$ cat src/rtl/mem_pkg.sv
// -----------------------------------------------------------------------------
// mem_pkg
// Shared MEM-stage definitions: load/store access-size encodings (sl_type[1:0]),
// data-memory error codes, the dmem_access_ctrl state enum, and an alignment
// helper used when the misalignment trap is built in.
// -----------------------------------------------------------------------------
package mem_pkg;

    // Access size, as carried in sl_type[1:0]
    localparam logic [1:0] MEM_BYTE = 2'b01;
    localparam logic [1:0] MEM_HALF = 2'b10;
    localparam logic [1:0] MEM_WORD = 2'b11;

    // Completion status reported with rsp_valid_o
    localparam logic [1:0] ERR_NONE     = 2'b00;
    localparam logic [1:0] ERR_BUS      = 2'b01;
    localparam logic [1:0] ERR_TIMEOUT  = 2'b10;
    localparam logic [1:0] ERR_MISALIGN = 2'b11;

    typedef enum logic [1:0] {
        ST_IDLE = 2'b00,
        ST_REQ  = 2'b01,
        ST_WAIT = 2'b10,
        ST_DONE = 2'b11
    } dmem_state_t;

    // Half accesses need addr[0]=0, word accesses need addr[1:0]=00.
    function automatic logic mem_misaligned(input logic [1:0] size,
                                            input logic [1:0] addr_lo);
        logic mis;
        mis = 1'b0;
        if (size == MEM_HALF && addr_lo[0])       mis = 1'b1;
        if (size == MEM_WORD && addr_lo != 2'b00) mis = 1'b1;
        return mis;
    endfunction

endpackage

$ cat src/rtl/dmem_timeout_cnt.sv
// -----------------------------------------------------------------------------
// dmem_timeout_cnt
// 8-bit saturating WAIT-cycle counter for the data-memory access controller.
//
// Ports:
//   clk_i     clock
//   rst_ni    asynchronous active-low reset (count -> 0)
//   clr_i     synchronous clear (takes priority over en_i)
//   en_i      count one WAIT cycle without a response
//   cnt_o     current count
//   expire_o  this enabled cycle is the LIMIT-th one (count + 1 >= LIMIT)
// -----------------------------------------------------------------------------
module dmem_timeout_cnt #(
    parameter int unsigned LIMIT = 255
) (
    input  logic       clk_i,
    input  logic       rst_ni,
    input  logic       clr_i,
    input  logic       en_i,
    output logic [7:0] cnt_o,
    output logic       expire_o
);

    localparam logic [8:0] LIMIT_W = 9'(LIMIT);

    logic [7:0] cnt_q, cnt_d;

    always_comb begin
        cnt_d = cnt_q;
        if (clr_i) begin
            cnt_d = 8'd0;
        end else if (en_i && cnt_q != 8'hFF) begin
            // Saturate instead of wrapping so a stuck bus can never look fresh.
            cnt_d = cnt_q + 8'd1;
        end
    end

    always_ff @(posedge clk_i or negedge rst_ni) begin
        if (!rst_ni) begin
            cnt_q <= 8'd0;
        end else begin
            cnt_q <= cnt_d;
        end
    end

    // Looks one cycle ahead: the cycle that would bring the count to LIMIT
    // is the last WAIT cycle, so the FSM leaves WAIT at that edge.
    assign expire_o = en_i && (({1'b0, cnt_q} + 9'd1) >= LIMIT_W);
    assign cnt_o    = cnt_q;

endmodule

$ cat src/rtl/dmem_access_ctrl.sv
// -----------------------------------------------------------------------------
// dmem_access_ctrl
// MEM-stage data-memory access controller. Accepts one lane-aligned load or
// store, runs a request/response exchange on the data bus, stalls the
// pipeline while the access is outstanding, then pulses rsp_valid_o with the
// raw read word and error status.
//
// Optional build macro: MISALIGN_TRAP_EN
//   defined   -> misaligned half/word requests complete at once with code 11
//                and never reach the bus
//   undefined -> no alignment check; low address bits are dropped on the bus
//
// Handshakes:
//   bus request : bus_req_valid is held high with every bus_* field stable
//                 until the cycle bus_req_ready is high; the transfer happens
//                 at that rising edge and bus_req_valid drops the next cycle.
//   bus response: bus_rsp_valid (with rdata/err) is only honoured in WAIT;
//                 it is a one-cycle acknowledge and needs no ready.
//   pipeline    : req_valid is held with its fields until stall_o is low;
//                 rsp_valid_o pulses for exactly that one cycle.
//
// Ports:
//   clk, rst_n                      clock, async active-low reset
//   req_valid/we/size/addr/wdata/wstrb   request from the MEM stage
//   stall_o                         pipeline freeze
//   rsp_valid_o, rsp_rdata_o        completion pulse and raw read word
//   err_o, err_code_o               completion status
//   bus_req_valid/ready, bus_addr, bus_we, bus_wstrb, bus_wdata   bus request
//   bus_rsp_valid, bus_rsp_rdata, bus_rsp_err                     bus response
//   state_o                         current FSM state (debug)
// -----------------------------------------------------------------------------
module dmem_access_ctrl
    import mem_pkg::*;
#(
    parameter int unsigned TIMEOUT_CYCLES = 255
) (
    input  logic        clk,
    input  logic        rst_n,

    input  logic        req_valid,
    input  logic        req_we,
    input  logic [1:0]  req_size,
    input  logic [31:0] req_addr,
    input  logic [31:0] req_wdata,
    input  logic [3:0]  req_wstrb,

    output logic        stall_o,
    output logic        rsp_valid_o,
    output logic [31:0] rsp_rdata_o,
    output logic        err_o,
    output logic [1:0]  err_code_o,

    output logic        bus_req_valid,
    input  logic        bus_req_ready,
    output logic [31:0] bus_addr,
    output logic        bus_we,
    output logic [3:0]  bus_wstrb,
    output logic [31:0] bus_wdata,
    input  logic        bus_rsp_valid,
    input  logic [31:0] bus_rsp_rdata,
    input  logic        bus_rsp_err,

    output dmem_state_t state_o
);

    dmem_state_t state_q, state_d;

    logic [31:0] addr_q,  addr_d;
    logic        we_q,    we_d;
    logic [3:0]  wstrb_q, wstrb_d;
    logic [31:0] wdata_q, wdata_d;
    logic [31:0] rdata_q, rdata_d;
    logic        err_q,   err_d;
    logic [1:0]  code_q,  code_d;

    logic        cnt_clr;
    logic        cnt_en;
    logic        cnt_expire;
    logic [7:0]  cnt_val;

    dmem_timeout_cnt #(
        .LIMIT (TIMEOUT_CYCLES)
    ) u_timeout_cnt (
        .clk_i    (clk),
        .rst_ni   (rst_n),
        .clr_i    (cnt_clr),
        .en_i     (cnt_en),
        .cnt_o    (cnt_val),
        .expire_o (cnt_expire)
    );

    // Next-state and capture logic
    always_comb begin
        state_d = state_q;
        addr_d  = addr_q;
        we_d    = we_q;
        wstrb_d = wstrb_q;
        wdata_d = wdata_q;
        rdata_d = rdata_q;
        err_d   = err_q;
        code_d  = code_q;
        cnt_clr = 1'b0;
        cnt_en  = 1'b0;

        unique case (state_q)
            ST_IDLE: begin
                if (req_valid) begin
                    addr_d  = req_addr;
                    we_d    = req_we;
                    wstrb_d = req_wstrb;
                    wdata_d = req_wdata;
                    // Fresh status for this access.
                    rdata_d = 32'd0;
                    err_d   = 1'b0;
                    code_d  = ERR_NONE;
`ifdef MISALIGN_TRAP_EN
                    if (mem_misaligned(req_size, req_addr[1:0])) begin
                        err_d   = 1'b1;
                        code_d  = ERR_MISALIGN;
                        state_d = ST_DONE;
                    end else begin
                        state_d = ST_REQ;
                    end
`else
                    state_d = ST_REQ;
`endif
                end
            end

            ST_REQ: begin
                if (bus_req_ready) begin
                    cnt_clr = 1'b1;
                    state_d = ST_WAIT;
                end
            end

            ST_WAIT: begin
                // A response in the same cycle as expiry wins: check it first.
                if (bus_rsp_valid) begin
                    rdata_d = (!we_q && !bus_rsp_err) ? bus_rsp_rdata : 32'd0;
                    err_d   = bus_rsp_err;
                    code_d  = bus_rsp_err ? ERR_BUS : ERR_NONE;
                    state_d = ST_DONE;
                end else begin
                    cnt_en = 1'b1;
                    if (cnt_expire) begin
                        rdata_d = 32'd0;
                        err_d   = 1'b1;
                        code_d  = ERR_TIMEOUT;
                        state_d = ST_DONE;
                    end
                end
            end

            ST_DONE: begin
                state_d = ST_IDLE;
            end

            default: begin
                state_d = ST_IDLE;
            end
        endcase
    end

    always_ff @(posedge clk or negedge rst_n) begin
        if (!rst_n) begin
            state_q <= ST_IDLE;
            addr_q  <= 32'd0;
            we_q    <= 1'b0;
            wstrb_q <= 4'd0;
            wdata_q <= 32'd0;
            rdata_q <= 32'd0;
            err_q   <= 1'b0;
            code_q  <= ERR_NONE;
        end else begin
            state_q <= state_d;
            addr_q  <= addr_d;
            we_q    <= we_d;
            wstrb_q <= wstrb_d;
            wdata_q <= wdata_d;
            rdata_q <= rdata_d;
            err_q   <= err_d;
            code_q  <= code_d;
        end
    end

    // Outputs decode straight from registered state so the async reset
    // clears them (including bus_req_valid) without waiting for a clock.
    logic in_done;
    assign in_done = (state_q == ST_DONE);

    assign stall_o       = ((state_q == ST_IDLE) && req_valid)
                         || (state_q == ST_REQ) || (state_q == ST_WAIT);
    assign rsp_valid_o   = in_done;
    assign rsp_rdata_o   = in_done ? rdata_q : 32'd0;
    assign err_o         = in_done & err_q;
    assign err_code_o    = in_done ? code_q : ERR_NONE;

    assign bus_req_valid = (state_q == ST_REQ);
    assign bus_addr      = {addr_q[31:2], 2'b00};
    assign bus_we        = we_q;
    assign bus_wstrb     = wstrb_q;
    assign bus_wdata     = wdata_q;

    assign state_o       = state_q;

    // Size only matters to the alignment check; the count is observed
    // through expire_o alone.
    logic unused_ok;
    assign unused_ok = ^{req_size, cnt_val};

endmodule
$ cat config.mk
export PLATFORM = sky130hd
export DESIGN_NAME = dmem_access_ctrl
export DESIGN_NICKNAME = d
export VERILOG_FILES = /design/src/rtl/mem_pkg.sv /design/src/rtl/dmem_timeout_cnt.sv /design/src/rtl/dmem_access_ctrl.sv
export SDC_FILE = /design/constraint.sdc
export NUM_CORES = 1
export LEC_CHECK = 0
export ABC_CLOCK_PERIOD_IN_PS = 3900
export BUFFER_PORTS_ARGS = -buffer_cell sky130_fd_sc_hd__buf_4
export CORE_MARGIN = 4
export CORE_UTILIZATION = 40
export DETAILED_ROUTE_END_ITERATION = 12
export PLACE_DENSITY = 0.7
export RECOVER_POWER = 50
export SETUP_SLACK_MARGIN = 0.5
export SLEW_MARGIN = 25
export SYNTH_ARGS = -nofsm -noshare
export SYNTH_HDL_FRONTEND = slang
export SYNTH_SLANG_ARGS = --single-unit
$ cat constraint.sdc
create_clock -name clk -period 3.9 [get_ports clk]
set_input_delay 0.975 -clock clk [delete_from_list [all_inputs] [get_ports clk]]
set_output_delay 0.975 -clock clk [all_outputs]
set_load 0.05 [all_outputs]
# == After elaboration in Yosys (flattened, before gate mapping) ==
# Index checks and enable logic that the tools add are counted.
# totals
ff_bits,114
in_bits,109
output_inout_bits,109
word_cells,61
# op_classes
add_sub_neg,2
magnitude_cmp,1
n_eq_ne,7
mux,27
n_bitwise,1
n_reduce_logical,14
# op_table
cell,n
32-bit two-way mux,5
32-bit case mux with 2 select lines,1
2-bit two-way mux,8
8-bit two-way mux,2
"8-bit by 1-bit adder with 9-bit output, second input constant",1
"9-bit by 8-bit >= comparator with 1-bit output, second input constant",1
"8-bit by 1-bit adder with 8-bit output, second input constant",1
1-bit two-way mux,8
"8-bit inequality test, second input constant",1
2-bit case mux with 4 select lines,1
3-bit AND reduction,2
"2-bit equality test, second input constant",2
1-bit logical AND,4
2-bit case mux with 2 select lines,1
2-bit nonzero test,2
"3-bit inequality test, second input constant",1
"2-bit by 1-bit equality test with 1-bit output, second input constant",1
1-bit logical NOT,2
2-bit logical NOT,1
1-bit logical OR,2
"2-bit by 1-bit inequality test with 1-bit output, second input constant",1
"2-bit inequality test, second input constant",1
1-bit case mux with 2 select lines,1
2-bit AND reduction,1
1-bit AND,1

# == Longest topological paths before layout ==
# logic_depth
ltp_word,6
depth_mapped,8
depth_no_buf,7

# == Hierarchy ==
# From an unflattened synthesis, not the netlist that was laid out.
# hier_totals
hier_cells,421
area_unflattened_um2,5124.9
# modules_own_cells
mod,n_inst,cells_per_inst,area_per_inst_um2,seq_area_each_um2
dmem_access_ctrl,1,356,4543.1,2602.5
dmem_timeout_cnt,1,65,581.8,200.2

# == Least setup slack after synthesis ==
# No wires, ideal clock.
# synth_timing
path_kind,reg2out
start,register state_q[0] (netlist: state_o[0])
end,output port stall_o
arrival_ns,2.270
required_ns,2.925
slack_ns,0.655
stages_incl_launch_ff,7
path_buffers,2
path_cell_list,dfrtp_1 > inv_1 > ha_1 > nand2_1 > buf_1 > clkbuf_1 > nand2_1
# synth_between
elab_chain_len,4
word_cells_on_any_way,6
cone_classes,2 x eq/ne; 4 x reduce/logical
# synth_rtl
item,line,source
"start, declared",dmem_access_ctrl.sv:66,"dmem_state_t state_q, state_d;"
"start signal, assigned",dmem_access_ctrl.sv:176,state_q <= state_d;
2-bit logical NOT,dmem_access_ctrl.sv:192,assign stall_o = ((state_q == ST_IDLE) && req_valid)
1-bit logical AND,dmem_access_ctrl.sv:192,
1-bit logical OR,dmem_access_ctrl.sv:193,|| (state_q == ST_REQ) || (state_q == ST_WAIT);
1-bit logical OR *,dmem_access_ctrl.sv:193,
"end, declared",dmem_access_ctrl.sv:47,"output logic stall_o,"
# Every way passes the cells marked *; elsewhere a longest branch is shown, timed or not.

# == Worst setup path after layout ==
# layout_timing
start,register state_q[0] (netlist: state_o[0])
end,register rdata_q[13]
# layout_between
elab_chain_len,5
word_cells_on_any_way,9
cone_classes,3 x eq/ne; 2 x mux; 4 x reduce/logical
# layout_rtl
item,line,source
2-bit equality test,dmem_access_ctrl.sv:105,unique case (state_q)
1-bit two-way mux,dmem_access_ctrl.sv:105,
1-bit logical AND,dmem_timeout_cnt.sv:48,"assign expire_o = en_i && (({1'b0, cnt_q} + 9'd1) >= LIMIT_W);"
3-bit inequality test (no source line),--,
3-bit AND reduction (no source line),--,
"end signal, assigned",dmem_access_ctrl.sv:181,rdata_q <= rdata_d;
"end, declared",dmem_access_ctrl.sv:72,"logic [31:0] rdata_q, rdata_d;"
# Several ways; a longest one is shown, not always the timed one.
# A chain may end at the register's enable or synchronous reset.

==> results.txt <==
Overall track demand over capacity in global routing: 0.166. The worst min-delay path category is reg -> reg. The worst path required time is 4.17 ns. Summed over all layers, the global routing overflow is 0.

Counting the fill cells in the layout gives 994. The count of instances resized after the clock tree is built is 0. The tools report the met2 track demand over resource as 0.276. The simple logic cell fraction of the synthesized area works out to 0.0952.

Via count: 3433. The clock tree root buffer cell was clkbuf_16. Yosys printed 0 warnings. The number of levels in the clock H-tree was 3; the proportion of synthesized chip area in sequential cells was 0.586. Power per cell area: 949 mW/mm^2.

Summed over all nets, the half-perimeter wirelength after detailed placement is 8.33 mm. The combined buffer and inverter count along the critical path was 1. By area, the combinational part of the netlist is dominated by multiplexers. Sorting the synthesized cells by how often they occur yields 112 x dfrtp_1, 67 x mux2_2, 39 x and2_1. In this run, post-CTS hold repair placed 0 buffers. TritonCTS built the clock tree. Of all cell types, the one taking the most synthesized area is dfrtp_1. The run gives 0.0116 mm^2 as the core footprint. For hold timing, the worst endpoint is err_q$_DFFE_PN0P_. Clock edge transition at the registers on the reported setup and hold paths: 0.07 ns.

The number of instances in the synthesized netlist is 346, and the complex-gate fraction of the synthesized area is 0.0912. The number of diodes was 0. At the later pin of the worst-skew pair, clock insertion delay measures 0.35 ns. The number of buffers on the longest clock path is 2, and the xor and xnor fraction of the mapped netlist area is 0.0128.

The number of remaining DRC errors was 0. The worst setup path is launched from a flip-flop. In this run the worst path has a maximum fanout of 35. Width of the chip: 117 um. The tools report the final count of negative-setup-slack endpoints as 0. The cell area that synthesis handed to floorplanning was 0.00479 mm^2. The run gives 0 as the number of hold violations in the final report.

The startpoint identified for the worst register-to-register timing path is state_o[0]$_DFFE_PN0P_. The biggest cell delay along the critical path was 0.74 ns; the sum of negative setup slack was 0 ns. The tools report the boundary pin count as 218.

The count of buffers added on input and output ports is 211. The pre-antenna-repair detailed-routing pass consisted of 4 iterations. VDD sags by at most 454 uV. Once detail routing completed, the nets flagged for antenna violations numbered 0. The congestion estimate from routability-driven global placement came to 0.830. The tools report the initial antenna violation count as 0. For this run, the post-layout net count is 666. The first-pass GRT wire length is 18.6 mm, and the static leakage is 3.16 nW. Mux share of post-synthesis cell area: 0.162. The post-synthesis area per instance works out to 13.8 um^2. Buffers inserted during clock tree synthesis total 9. The via count of the first global-routing pass was 3528. Traced cell by cell, the critical path runs through inv_1 -> ha_1 -> or2b_2 -> a41oi_1 -> nand4_4 -> o211ai_4 -> a22o_1.

By area the synthesized netlist is led by dfrtp_1 59%, mux2_2 16%, a22o_1 5.9%, and2_1 5.1%, ha_1 1.8%. The floorplan step defined a die boundary enclosing 0.0138 mm^2. Broken down by cell family, the worst path's largest delay share belongs to compound AO/OA/AOI/OAI gates. Dividing the detail-routed via count by the number of cells gives 4.92. The largest individual stage delay along the critical path comes from the cell a41oi_1. Setup repair after global routing left no endpoint under its margin. Synthesis inferred 112 register bits.

The area growth from synthesis to layout is 36.8%. Measured in cells, the most critical reg-to-reg path has a length of 7. The met3 routing resource usage after global routing is 0.0587, and the cell count of the worst hold path is 1. The logs give 39 for the number of placement rows and 0 for the max-capacitance violation count. The fraction of final layout cells with drive strength greater than 1 came out at 0.463. The minimum clock period is 2.87 ns. The most frequently used flop master after synthesis is dfrtp_1.

The fmax was 349 MHz; the slew of the pin with the lowest slew margin was 1.42 ns. The height of the chip was 117 um. In this run the critical register-to-register path is captured at rdata_q[13]$_DFFE_PN0P_.

The share of the cycle needed by the critical path after routing was 0.735. Startpoint-to-endpoint class of the critical path: reg -> reg. The clock tree skew after final layout is 0.00978 ns.

The initial cell density of the core is 0.414, and the async set-reset flop share out of synthesis is 1.00. The DRC marker count from the first detailed-route iteration was 178; the final count of pins violating max slew was 0. By instance count, the leading cell after synthesis is dfrtp_1. Yosys mapped a number of flops with a built-in enable equal to 0.

The flow ran to the end, and the final reports show no timing, DRC or antenna violations. The type of element capturing the critical path is a flip-flop. For the distinct cell type count after synthesis, the log shows 43.

The clock drives 112 sinks. Most congested layer reported by global routing: met2. The worst hold margin was 0.493 ns; the pin count of the biggest net entering global routing was 68.

The worst relative slew slack is 0.0551. In this run the most critical hold path is launched from err_q$_DFFE_PN0P_. The worst endpoint data arrival time came out at 3.14 ns. The flop-to-flop setup slack is 1.03 ns, and the fraction of the mapped netlist area in adder cells is 0.0183. The number of setup buffers added after CTS is 0. The final routed wire length divided by cell count was 16.5 um; the post-detailed-routing wire length was 11.5 mm. The share of the synthesized area in the top cell type is 0.586. The run gives 0.204 as the met1 layer usage reported by global route.
cells in the final DEF, fill, tap and decap left out, types with 2 or more instances in the layout:
cell type  instances
xnor2_1            2
a21oi_1            2
and2_1            39
nand4_1            4
nor2_1            10
inv_1              6
conb_1             2
a22o_1            32
nand3_1            4
o21ai_0            2
clkbuf_1          51
clkbuf_16          9
ha_1               6
inv_6              2
buf_4            161
a32o_1             3
nand2b_1           2
nand2_1            3
xor2_1             5
dfrtp_1          112
mux2_2            67
nor2b_1            2
clkinv_2           2
how the worst max path moves through the flow:
stage                            from                      end  depth (start not counted)
4_1_cts        state_o[1]$_DFFE_PN0P_          rsp_rdata_o[21]                          3
2_1_floorplan  state_o[0]$_DFFE_PN0P_                  stall_o                          6
3_5_place_dp                req_valid  rdata_q[13]$_DFFE_PN0P_                          6
6_report       state_o[0]$_DFFE_PN0P_  rdata_q[13]$_DFFE_PN0P_                          7
5_1_grt        state_o[0]$_DFFE_PN0P_  rdata_q[13]$_DFFE_PN0P_                          7
3_3_place_gp                req_valid  rdata_q[19]$_DFFE_PN0P_                          6
metal layers:
layer | up-vias | routed length, um
met5 | - | 0
met2 | 134 | 5710
li1 | 1616 | -
met4 | 0 | 156
met3 | 12 | 894
met1 | 1671 | 4720
registers in the layout, summed over array words and instances (netlist names):
register,count
addr_q,30
err_q,1
u_timeout_cnt.cnt_o,8
bus_we,1
state_o,2
code_q,2
bus_wstrb,4
rdata_q,32
bus_wdata,32
report_power, final:
part           switching, W  internal, W  leakage (nW)
Combinational       0.00231     0.000988          1.61
Clock              0.000421     0.000519         0.149
Sequential         0.000282      0.00170          1.40
Total               0.00301      0.00320          3.16
per-stage QoR:
step	std cells	cell area, um^2	util	setup WS (ns)	total power [W]
6_report	698	6550	0.566	1.03	0.00622
5_1_grt	698	6550	0.566	0.814	0.00656
4_1_cts	698	6760	0.584	0.854	0.00655
3_5_place_dp	682	6450	0.558	1.12	0.00559
3_3_place_gp	682	6450	0.558	1.17	0.00552
2_1_floorplan	347	4790	-	0.655	0.00454
layout make-up:
| type | instances | area (um^2) | share of cell area |
|---|---|---|---|
| Sequential cell | 112 | 2800 | 0.428 |
| Multi-Input combinational cell | 207 | 1810 | 0.277 |
| Timing Repair Buffer | 214 | 1430 | 0.218 |
| Clock buffer | 10 | 239 | 0.0365 |
| Tap cell | 143 | 179 | 0.0273 |
| Clock inverter | 6 | 65.1 | 0.00994 |
| Inverter | 6 | 22.5 | 0.00344 |
kinds of logic (layout without fill, tap and decap cells):
kind of cell	count (synthesis)	in the layout
buffers and inverters	28	236
other	1	2
and+or+nand+nor	74	74
AOI/OAI and AO/OA	48	48
xor gates and xnor gates	7	7
adders and majority gates	7	7
DFF	112	112
muxes	69	69
No activity file was read; power rests on OpenSTA's default activity.
